### src/rtl/sd_pkg.sv
// Shared SD CMD-line definitions used by both the host controller and the
// card-side responder.
//   resp_type_t    : response kind requested by card-emulation logic
//   *_FRAME_LEN    : bit lengths of short (48) and long (136) frames
//   RESP_*_RSVD    : all-ones fields used where R2/R3 carry no index/CRC
//   crc7_step      : one bit of the CMD-line CRC7 (x^7 + x^3 + 1)
//   crc7_40/120    : CRC7 over a 40- or 120-bit MSB-first field, initial 0
package sd_pkg;

  typedef enum logic [1:0] {
    RESP_NONE      = 2'd0,
    RESP_R48       = 2'd1,
    RESP_R48_NOCRC = 2'd2,
    RESP_R136      = 2'd3
  } resp_type_t;

  localparam int unsigned CMD_FRAME_LEN  = 48;
  localparam int unsigned LONG_FRAME_LEN = 136;

  localparam logic [5:0] RESP_IDX_RSVD = 6'h3F;
  localparam logic [6:0] RESP_CRC_RSVD = 7'h7F;

  function automatic logic [6:0] crc7_step(input logic [6:0] crc, input logic din);
    logic fb;
    fb = din ^ crc[6];
    crc7_step = {crc[5:0], 1'b0} ^ (fb ? 7'h09 : 7'h00);
  endfunction

  function automatic logic [6:0] crc7_40(input logic [39:0] data);
    logic [6:0] crc;
    crc = 7'd0;
    for (int i = 39; i >= 0; i--) begin
      crc = crc7_step(crc, data[i]);
    end
    crc7_40 = crc;
  endfunction

  function automatic logic [6:0] crc7_120(input logic [119:0] data);
    logic [6:0] crc;
    crc = 7'd0;
    for (int i = 119; i >= 0; i--) begin
      crc = crc7_step(crc, data[i]);
    end
    crc7_120 = crc;
  endfunction

endpackage

### src/rtl/sd_clk_edge.sv
// Brings the host sdclk and the CMD pad into the clk domain and produces
// one-clk rise/fall event pulses from the synchronised sdclk.
//   clk, rst_n : system clock, async active-low reset
//   sdclk_i    : host SD clock (asynchronous)
//   cmd_i      : CMD pad input (asynchronous)
//   cmd_o      : synchronised CMD level, aligned with the edge pulses
//   rise_o     : one-clk pulse per synchronised sdclk rising edge
//   fall_o     : one-clk pulse per synchronised sdclk falling edge
module sd_clk_edge (
  input  logic clk,
  input  logic rst_n,
  input  logic sdclk_i,
  input  logic cmd_i,
  output logic cmd_o,
  output logic rise_o,
  output logic fall_o
);

  // [0] first sync stage, [1] second sync stage, [2] previous value of [1]
  logic [2:0] sclk_q;
  logic [1:0] cmd_q;

  // Synchroniser chains; CMD resets to the idle-high line level so no
  // start bit is seen coming out of reset.
  always_ff @(posedge clk or negedge rst_n) begin
    if (!rst_n) begin
      sclk_q <= 3'b000;
      cmd_q  <= 2'b11;
    end else begin
      sclk_q <= {sclk_q[1:0], sdclk_i};
      cmd_q  <= {cmd_q[0], cmd_i};
    end
  end

  // Edge pulses are decoded combinationally from registered stages so the
  // FSM can react in the same cycle, keeping pad latency within 3 clk.
  assign rise_o = sclk_q[1] & ~sclk_q[2];
  assign fall_o = ~sclk_q[1] & sclk_q[2];
  assign cmd_o  = cmd_q[1];

endmodule

### src/rtl/sd_cmd_responder.sv
// Card-side SD CMD-line responder. Deserialises 48-bit host commands
// sampled on sdclk rises, checks framing and CRC7, presents the command to
// card-emulation logic and serialises the requested reply on sdclk falls.
//   NCR                  : idle sdclk periods between command and reply
//   clk, rst_n           : system clock, async active-low reset
//   sdclk, sdcmdin       : host clock and CMD pad input (asynchronous)
//   sdcmdoe, sdcmdout    : CMD pad output enable / value
//   busy                 : a frame exchange is in progress
//   cmd_valid/cmd/arg/cmd_err : received command, pulse-qualified
//   resp_ready/resp_valid: reply handshake
//   resp_type/cmd/arg/long    : reply request fields
module sd_cmd_responder
  import sd_pkg::*;
#(
  parameter int unsigned NCR = 2
) (
  input  logic         clk,
  input  logic         rst_n,
  input  logic         sdclk,
  input  logic         sdcmdin,
  output logic         sdcmdoe,
  output logic         sdcmdout,
  output logic         busy,
  output logic         cmd_valid,
  output logic [5:0]   cmd,
  output logic [31:0]  arg,
  output logic         cmd_err,
  output logic         resp_ready,
  input  logic         resp_valid,
  input  logic [1:0]   resp_type,
  input  logic [5:0]   resp_cmd,
  input  logic [31:0]  resp_arg,
  input  logic [127:0] resp_long
);

  localparam logic [6:0] NCR_W    = 7'(NCR);
  localparam logic [5:0] RX_LAST  = 6'(CMD_FRAME_LEN - 1);
  localparam logic [7:0] LEN_S    = 8'(CMD_FRAME_LEN);
  localparam logic [7:0] LEN_L    = 8'(LONG_FRAME_LEN);

  typedef enum logic [2:0] {
    ST_IDLE,
    ST_RECV,
    ST_CMDOUT,
    ST_WAITRESP,
    ST_GAP,
    ST_SEND,
    ST_TAIL
  } state_t;

  logic cmd_s;
  logic rise_s;
  logic fall_s;

  state_t       state_q;
  logic [45:0]  rx_q;        // frame bits received after the start bit
  logic [5:0]   rx_cnt_q;    // bits still to receive, counting down to 1
  logic [6:0]   rx_crc_q;
  logic [6:0]   gap_q;       // rises seen since CMDOUT, saturating at NCR
  logic [135:0] tx_q;        // reply frame, left-aligned, shifted out MSB first
  logic [7:0]   tx_len_q;
  logic [7:0]   tx_cnt_q;    // bits still to drive after the current one
  logic         oe_q;
  logic         out_q;
  logic         busy_q;
  logic         cmd_valid_q;
  logic [5:0]   cmd_q;
  logic [31:0]  arg_q;
  logic         cmd_err_q;
  logic         resp_ready_q;

  logic [46:0]  rx_frame_s;
  logic         rx_err_s;
  logic [135:0] tx_frame_s;
  logic [7:0]   tx_len_s;
  logic         unused_long_s;

  sd_clk_edge u_edge (
    .clk     (clk),
    .rst_n   (rst_n),
    .sdclk_i (sdclk),
    .cmd_i   (sdcmdin),
    .cmd_o   (cmd_s),
    .rise_o  (rise_s),
    .fall_o  (fall_s)
  );

  // The low byte of the long payload is replaced by CRC and end bit.
  assign unused_long_s = ^resp_long[7:0];

  // Completed frame (bits 46..0) as it stands on the stop-bit rise, with
  // the framing/CRC verdict for that frame.
  always_comb begin
    rx_frame_s = {rx_q, cmd_s};
    rx_err_s   = (rx_crc_q != rx_frame_s[7:1]) | ~rx_frame_s[46] | ~rx_frame_s[0];
  end

  // Reply frame assembly from the request fields, left-aligned in 136 bits.
  always_comb begin
    tx_frame_s = 136'd0;
    tx_len_s   = LEN_S;
    case (resp_type_t'(resp_type))
      RESP_R48: begin
        tx_frame_s = {2'b00, resp_cmd, resp_arg,
                      crc7_40({2'b00, resp_cmd, resp_arg}), 1'b1, 88'd0};
        tx_len_s   = LEN_S;
      end
      RESP_R48_NOCRC: begin
        tx_frame_s = {2'b00, RESP_IDX_RSVD, resp_arg, RESP_CRC_RSVD, 1'b1, 88'd0};
        tx_len_s   = LEN_S;
      end
      RESP_R136: begin
        tx_frame_s = {2'b00, RESP_IDX_RSVD, resp_long[127:8],
                      crc7_120(resp_long[127:8]), 1'b1};
        tx_len_s   = LEN_L;
      end
      default: begin
        tx_frame_s = 136'd0;
        tx_len_s   = LEN_S;
      end
    endcase
  end

  // Responder FSM with all outputs registered.
  always_ff @(posedge clk or negedge rst_n) begin
    if (!rst_n) begin
      state_q      <= ST_IDLE;
      rx_q         <= 46'd0;
      rx_cnt_q     <= 6'd0;
      rx_crc_q     <= 7'd0;
      gap_q        <= 7'd0;
      tx_q         <= 136'd0;
      tx_len_q     <= 8'd0;
      tx_cnt_q     <= 8'd0;
      oe_q         <= 1'b0;
      out_q        <= 1'b1;
      busy_q       <= 1'b0;
      cmd_valid_q  <= 1'b0;
      cmd_q        <= 6'd0;
      arg_q        <= 32'd0;
      cmd_err_q    <= 1'b0;
      resp_ready_q <= 1'b0;
    end else begin
      cmd_valid_q <= 1'b0;
      case (state_q)
        ST_IDLE: begin
          if (rise_s && !cmd_s) begin
            state_q  <= ST_RECV;
            busy_q   <= 1'b1;
            rx_q     <= 46'd0;
            rx_cnt_q <= RX_LAST;
            rx_crc_q <= crc7_step(7'd0, cmd_s);
          end
        end
        ST_RECV: begin
          if (rise_s) begin
            rx_q     <= rx_frame_s[45:0];
            rx_cnt_q <= rx_cnt_q - 6'd1;
            // Bit index is rx_cnt_q-1; only bits 47..8 feed the CRC.
            if (rx_cnt_q >= 6'd9) begin
              rx_crc_q <= crc7_step(rx_crc_q, cmd_s);
            end
            if (rx_cnt_q == 6'd1) begin
              state_q     <= ST_CMDOUT;
              cmd_valid_q <= 1'b1;
              cmd_q       <= rx_frame_s[45:40];
              arg_q       <= rx_frame_s[39:8];
              cmd_err_q   <= rx_err_s;
            end
          end
        end
        ST_CMDOUT: begin
          gap_q <= 7'd0;
          if (cmd_err_q) begin
            state_q <= ST_IDLE;
            busy_q  <= 1'b0;
          end else begin
            state_q      <= ST_WAITRESP;
            resp_ready_q <= 1'b1;
          end
        end
        ST_WAITRESP: begin
          if (rise_s && (gap_q < NCR_W)) begin
            gap_q <= gap_q + 7'd1;
          end
          if (resp_valid && resp_ready_q) begin
            resp_ready_q <= 1'b0;
            if (resp_type_t'(resp_type) == RESP_NONE) begin
              state_q <= ST_IDLE;
              busy_q  <= 1'b0;
            end else begin
              state_q  <= ST_GAP;
              tx_q     <= tx_frame_s;
              tx_len_q <= tx_len_s;
            end
          end
        end
        ST_GAP: begin
          if (rise_s && (gap_q < NCR_W)) begin
            gap_q <= gap_q + 7'd1;
          end
          // Start bit goes out on the first fall once NCR idle rises passed.
          if (fall_s && (gap_q >= NCR_W)) begin
            state_q  <= ST_SEND;
            oe_q     <= 1'b1;
            out_q    <= tx_q[135];
            tx_q     <= {tx_q[134:0], 1'b0};
            tx_cnt_q <= tx_len_q - 8'd1;
          end
        end
        ST_SEND: begin
          if (fall_s) begin
            if (tx_cnt_q == 8'd0) begin
              state_q <= ST_TAIL;
              out_q   <= 1'b1;
            end else begin
              out_q    <= tx_q[135];
              tx_q     <= {tx_q[134:0], 1'b0};
              tx_cnt_q <= tx_cnt_q - 8'd1;
            end
          end
        end
        ST_TAIL: begin
          if (fall_s) begin
            state_q <= ST_IDLE;
            oe_q    <= 1'b0;
            out_q   <= 1'b1;
            busy_q  <= 1'b0;
          end
        end
        default: begin
          state_q      <= ST_IDLE;
          oe_q         <= 1'b0;
          out_q        <= 1'b1;
          busy_q       <= 1'b0;
          resp_ready_q <= 1'b0;
        end
      endcase
    end
  end

  assign sdcmdoe    = oe_q;
  assign sdcmdout   = out_q;
  assign busy       = busy_q;
  assign cmd_valid  = cmd_valid_q;
  assign cmd        = cmd_q;
  assign arg        = arg_q;
  assign cmd_err    = cmd_err_q;
  assign resp_ready = resp_ready_q;

endmodule

### config.mk
export PLATFORM = sky130hd
export DESIGN_NAME = sd_cmd_responder
export DESIGN_NICKNAME = d
export VERILOG_FILES = /design/src/rtl/sd_pkg.sv /design/src/rtl/sd_clk_edge.sv /design/src/rtl/sd_cmd_responder.sv
export SDC_FILE = /design/constraint.sdc
export NUM_CORES = 1
export LEC_CHECK = 0
export BUFFER_PORTS_ARGS = -buffer_cell sky130_fd_sc_hd__buf_2
export CAP_MARGIN = 40
export CORE_MARGIN = 2
export CORE_UTILIZATION = 63
export CTS_CLUSTER_SIZE = 24
export DETAILED_ROUTE_END_ITERATION = 8
export PLACE_DENSITY_LB_ADDON = 0.25
export SETUP_SLACK_MARGIN = 0.05
export SYNTH_ARGS = -nofsm -noshare
export SYNTH_HDL_FRONTEND = slang
export SYNTH_SLANG_ARGS = --single-unit
### constraint.sdc
create_clock -name clk -period 4.2 [get_ports clk]
set_input_delay 0.63 -clock clk [delete_from_list [all_inputs] [get_ports clk]]
set_output_delay 0.63 -clock clk [all_outputs]
set_load 0.01 [all_outputs]
==> impl_metrics.py <==
metrics = {
    "synth": {
        "synth_cell_type_count": 50,
        "synth.cells.most_frequent": "dfrtp_1 (261), xnor2_1 (194), o21ai_0 (109), nand2_1 (87), clkbuf_1 (83)",
        "yosys_warnings": 0,
        "yosysTopAreaCell": "dfrtp_1",
        "synth_seq_cells": 264,
        "synth.avg_cell_area_sq_um": 11.1,
        "ys_seq_area_share_pct": 42.5,
        "syn_area_sq_um": 15500,
        "synth_fp_nets": 1574,
        "ys_top_cells_by_area": "dfrtp_1 (42%), xnor2_1 (11%), xnor3_1 (7.2%)",
        "ys.flop_type": "dfrtp_1",
        "ys_async_sr_fraction_pct": 100,
        "synth_edf_count": 0,
        "synthCells": 1396,
        "synth_top_area_share_pct": 42.0,
        "yosysMostFrequentCell": "dfrtp_1",
    },
    "critical_path": {
        "cp-end-kind": "register",
        "worstReg2RegEnd": "tx_q[27]",
        "critPathLaunch": "resp_long[126]",
        "critPathSlowestCell": "xor3_2",
        "path_buf_inv": 6,
        "r2r_cells": 8,
        "worstPathCellList": "buf_12 -> xor3_2 -> xor2_2 -> xnor3_2 -> buf_6 -> xnor3_2 -> xnor3_2 -> xor2_2 -> xnor2_2 -> buf_4 -> xor3_1 -> buf_4 -> buf_4 -> xnor2_2 -> xor2_1 -> buf_4 -> xnor3_1 -> nand2_1 -> a21oi_2",
        "path_common_cell": "buf_4",
        "r2r_setup_slack_ps": 1090,
        "max_stage_delay_ps": 480,
        "worstReg2RegStart": "tx_cnt_q[2]",
        "crit_path_start_kind": "primary input",
        "cp.required_ps": 4660,
        "cp_max_fo": 4,
        "cp.depth": 19,
        "cp_data_arrival_time_ps": 4940,
        "crit_path_end": "tx_q[1]",
        "path_class": "primary input to register",
        "cp_top_family": "XOR/XNOR gates",
    },
    "route": {
        "wl_per_cell_um": 20.8,
        "vias": 12500,
        "vias_per_cell": 6.12,
        "wirelength_um": 42300,
        "drcViolationCount": 0,
        "drt_iter0_markers": 1252,
        "first_pass_iters": 9,
        "ant_nets": 0,
    },
    "place": {
        "dp_hpwl_um": 27600,
        "place_congestion": 0.946,
        "port_buffers": 208,
        "placed_cell_area_sq_um": 17900,
    },
    "floorplanning": {
        "initial_core_util_pct": 64.1,
        "rows": 57,
        "io_pins": 217,
        "fp.coreArea_sq_um": 24200,
        "fp.dieH_um": 161,
        "chipWidth_um": 161,
        "die-area_sq_um": 25900,
    },
    "cells_and_area": {
        "fin_nets": 1873,
        "fin_area_sq_um": 19400,
        "nFillCells": 1517,
        "area_growth_pct": 25.0,
        "final_util_pct": 80.1,
        "drive_gt1_share_pct": 32.8,
    },
    "global_route": {
        "grt_overflow": 0,
        "grt_pass1_vias": 12200,
        "antenna_found_initial": 1,
        "grt_pass1_wl_um": 64900,
        "grt_max_degree": 183,
        "grt_use_total_pct": 31.4,
    },
    "sta": {
        "drv_slew": 0,
        "fin_skew_ps": 39.7,
        "slew_headroom_pct": 45.9,
        "rsz0062_at_grt": "yes",
        "setup-violations-final": 7,
        "tightest_slew_ps": 812,
        "hold_viol": 0,
        "fmax_mhz": 223,
        "whs_ps": 72.3,
        "fin_tns_setup_ps": -1480,
        "min_period_ps": 4480,
        "setup_slack_ps": -281,
        "layout_worst_path_cycle_share_pct": 107,
    },
    "clock_tree": {
        "cts.sinks": 264,
        "cts_htree_levels": 1,
        "cts_buffer_depth": 3,
        "cts_root_buf": "clkbuf_16",
        "ctsHoldBuffers": 0,
        "cts_tree": "built",
        "clk_pin_slew_ps": 60,
        "clkLatencyLatePin_ps": 570,
        "cts_buffers": 28,
    },
    "outcome": {
        "violations": "negative setup slack",
        "status": "finished with violations",
    },
    "flow_run": {
        "drv_cap": 0,
    },
    "worst_hold_path": {
        "hold_path_class": "primary input to asynchronous set/reset pin",
    },
}
## registers in the layout, summed over array words and instances, names as in the netlist, 2 cells and up
name,cells
tx_q,136
rx_q,46
arg,32
tx_cnt_q,8
gap_q,7
rx_crc_q,7
cmd,6
rx_cnt_q,6
state_q,3
u_edge.sclk_q,3
tx_len_q,2
u_edge.cmd_q,2
## placed cells by master (no fill, tap or decap), types with 57 or more instances in the layout
cell type,netlist,layout
a221o_1,66,66
nand2_1,87,87
inv_1,57,57
xnor2_1,194,157
buf_2,0,200
mux2_2,70,70
buf_4,0,140
xor2_1,69,62
o21ai_0,109,107
dfrtp_1,261,261
## per-layer routing
layer / share of wire [%] / GRT usage, %
met5: 0 / 0
met4: 2.9 / 9.62
met2: 49 / 51.5
met3: 7.0 / 4.44
met1: 41 / 44.1
## final cells by class
cell class	count	area (sq um)	area share, %
Antenna cell	1	2.50	0.0129
Sequential cell	264	6610	34.0
Tap cell	324	405	2.09
Multi-Input combinational cell	985	8890	45.8
Timing Repair Buffer	359	2350	12.1
Inverter	57	214	1.10
Clock buffer	39	812	4.18
Clock inverter	10	131	0.676
## worst min-delay path by stage
stage | endpoint | slack (ps) | cells past startpoint
3_5_place_dp | u_edge.cmd_q[1] | 350 | 0
3_3_place_gp | u_edge.sclk_q[1] | 340 | 0
4_1_cts | gap_q[2] | 110 | 1
6_report | gap_q[6] | 70 | 1
5_1_grt | u_edge.cmd_q[0] | 140 | 1
2_1_floorplan | arg[0] | 330 | 0
## kinds of logic after synthesis
logic type / share of synthesized area [%]
buffers and inverters: 3.55
and+or+nand+nor: 6.71
xor gates and xnor gates: 25.4
muxes: 5.20
DFF: 42.5
adders and majority gates: 0.403
AOI/OAI and AO/OA: 16.2
## timing repair
item | 4_1_cts | 5_1_grt
endpoints found under the setup margin | 7 | 7
buffers inserted | 18 | 19
pin swaps | 24 | 35
gates resized for setup | 38 | 27
## metrics by stage
step                      cells  setup slack [ps]
after floorplan            1396              -423
after global placement     1952              -739
after detailed placement   1956              -779
after CTS                  2021             -4.92
after global routing       2038              -404
final                      2039              -281
Power is not shown: default switching activity piles up to over one toggle a cycle in this logic, so the estimate is an artifact.
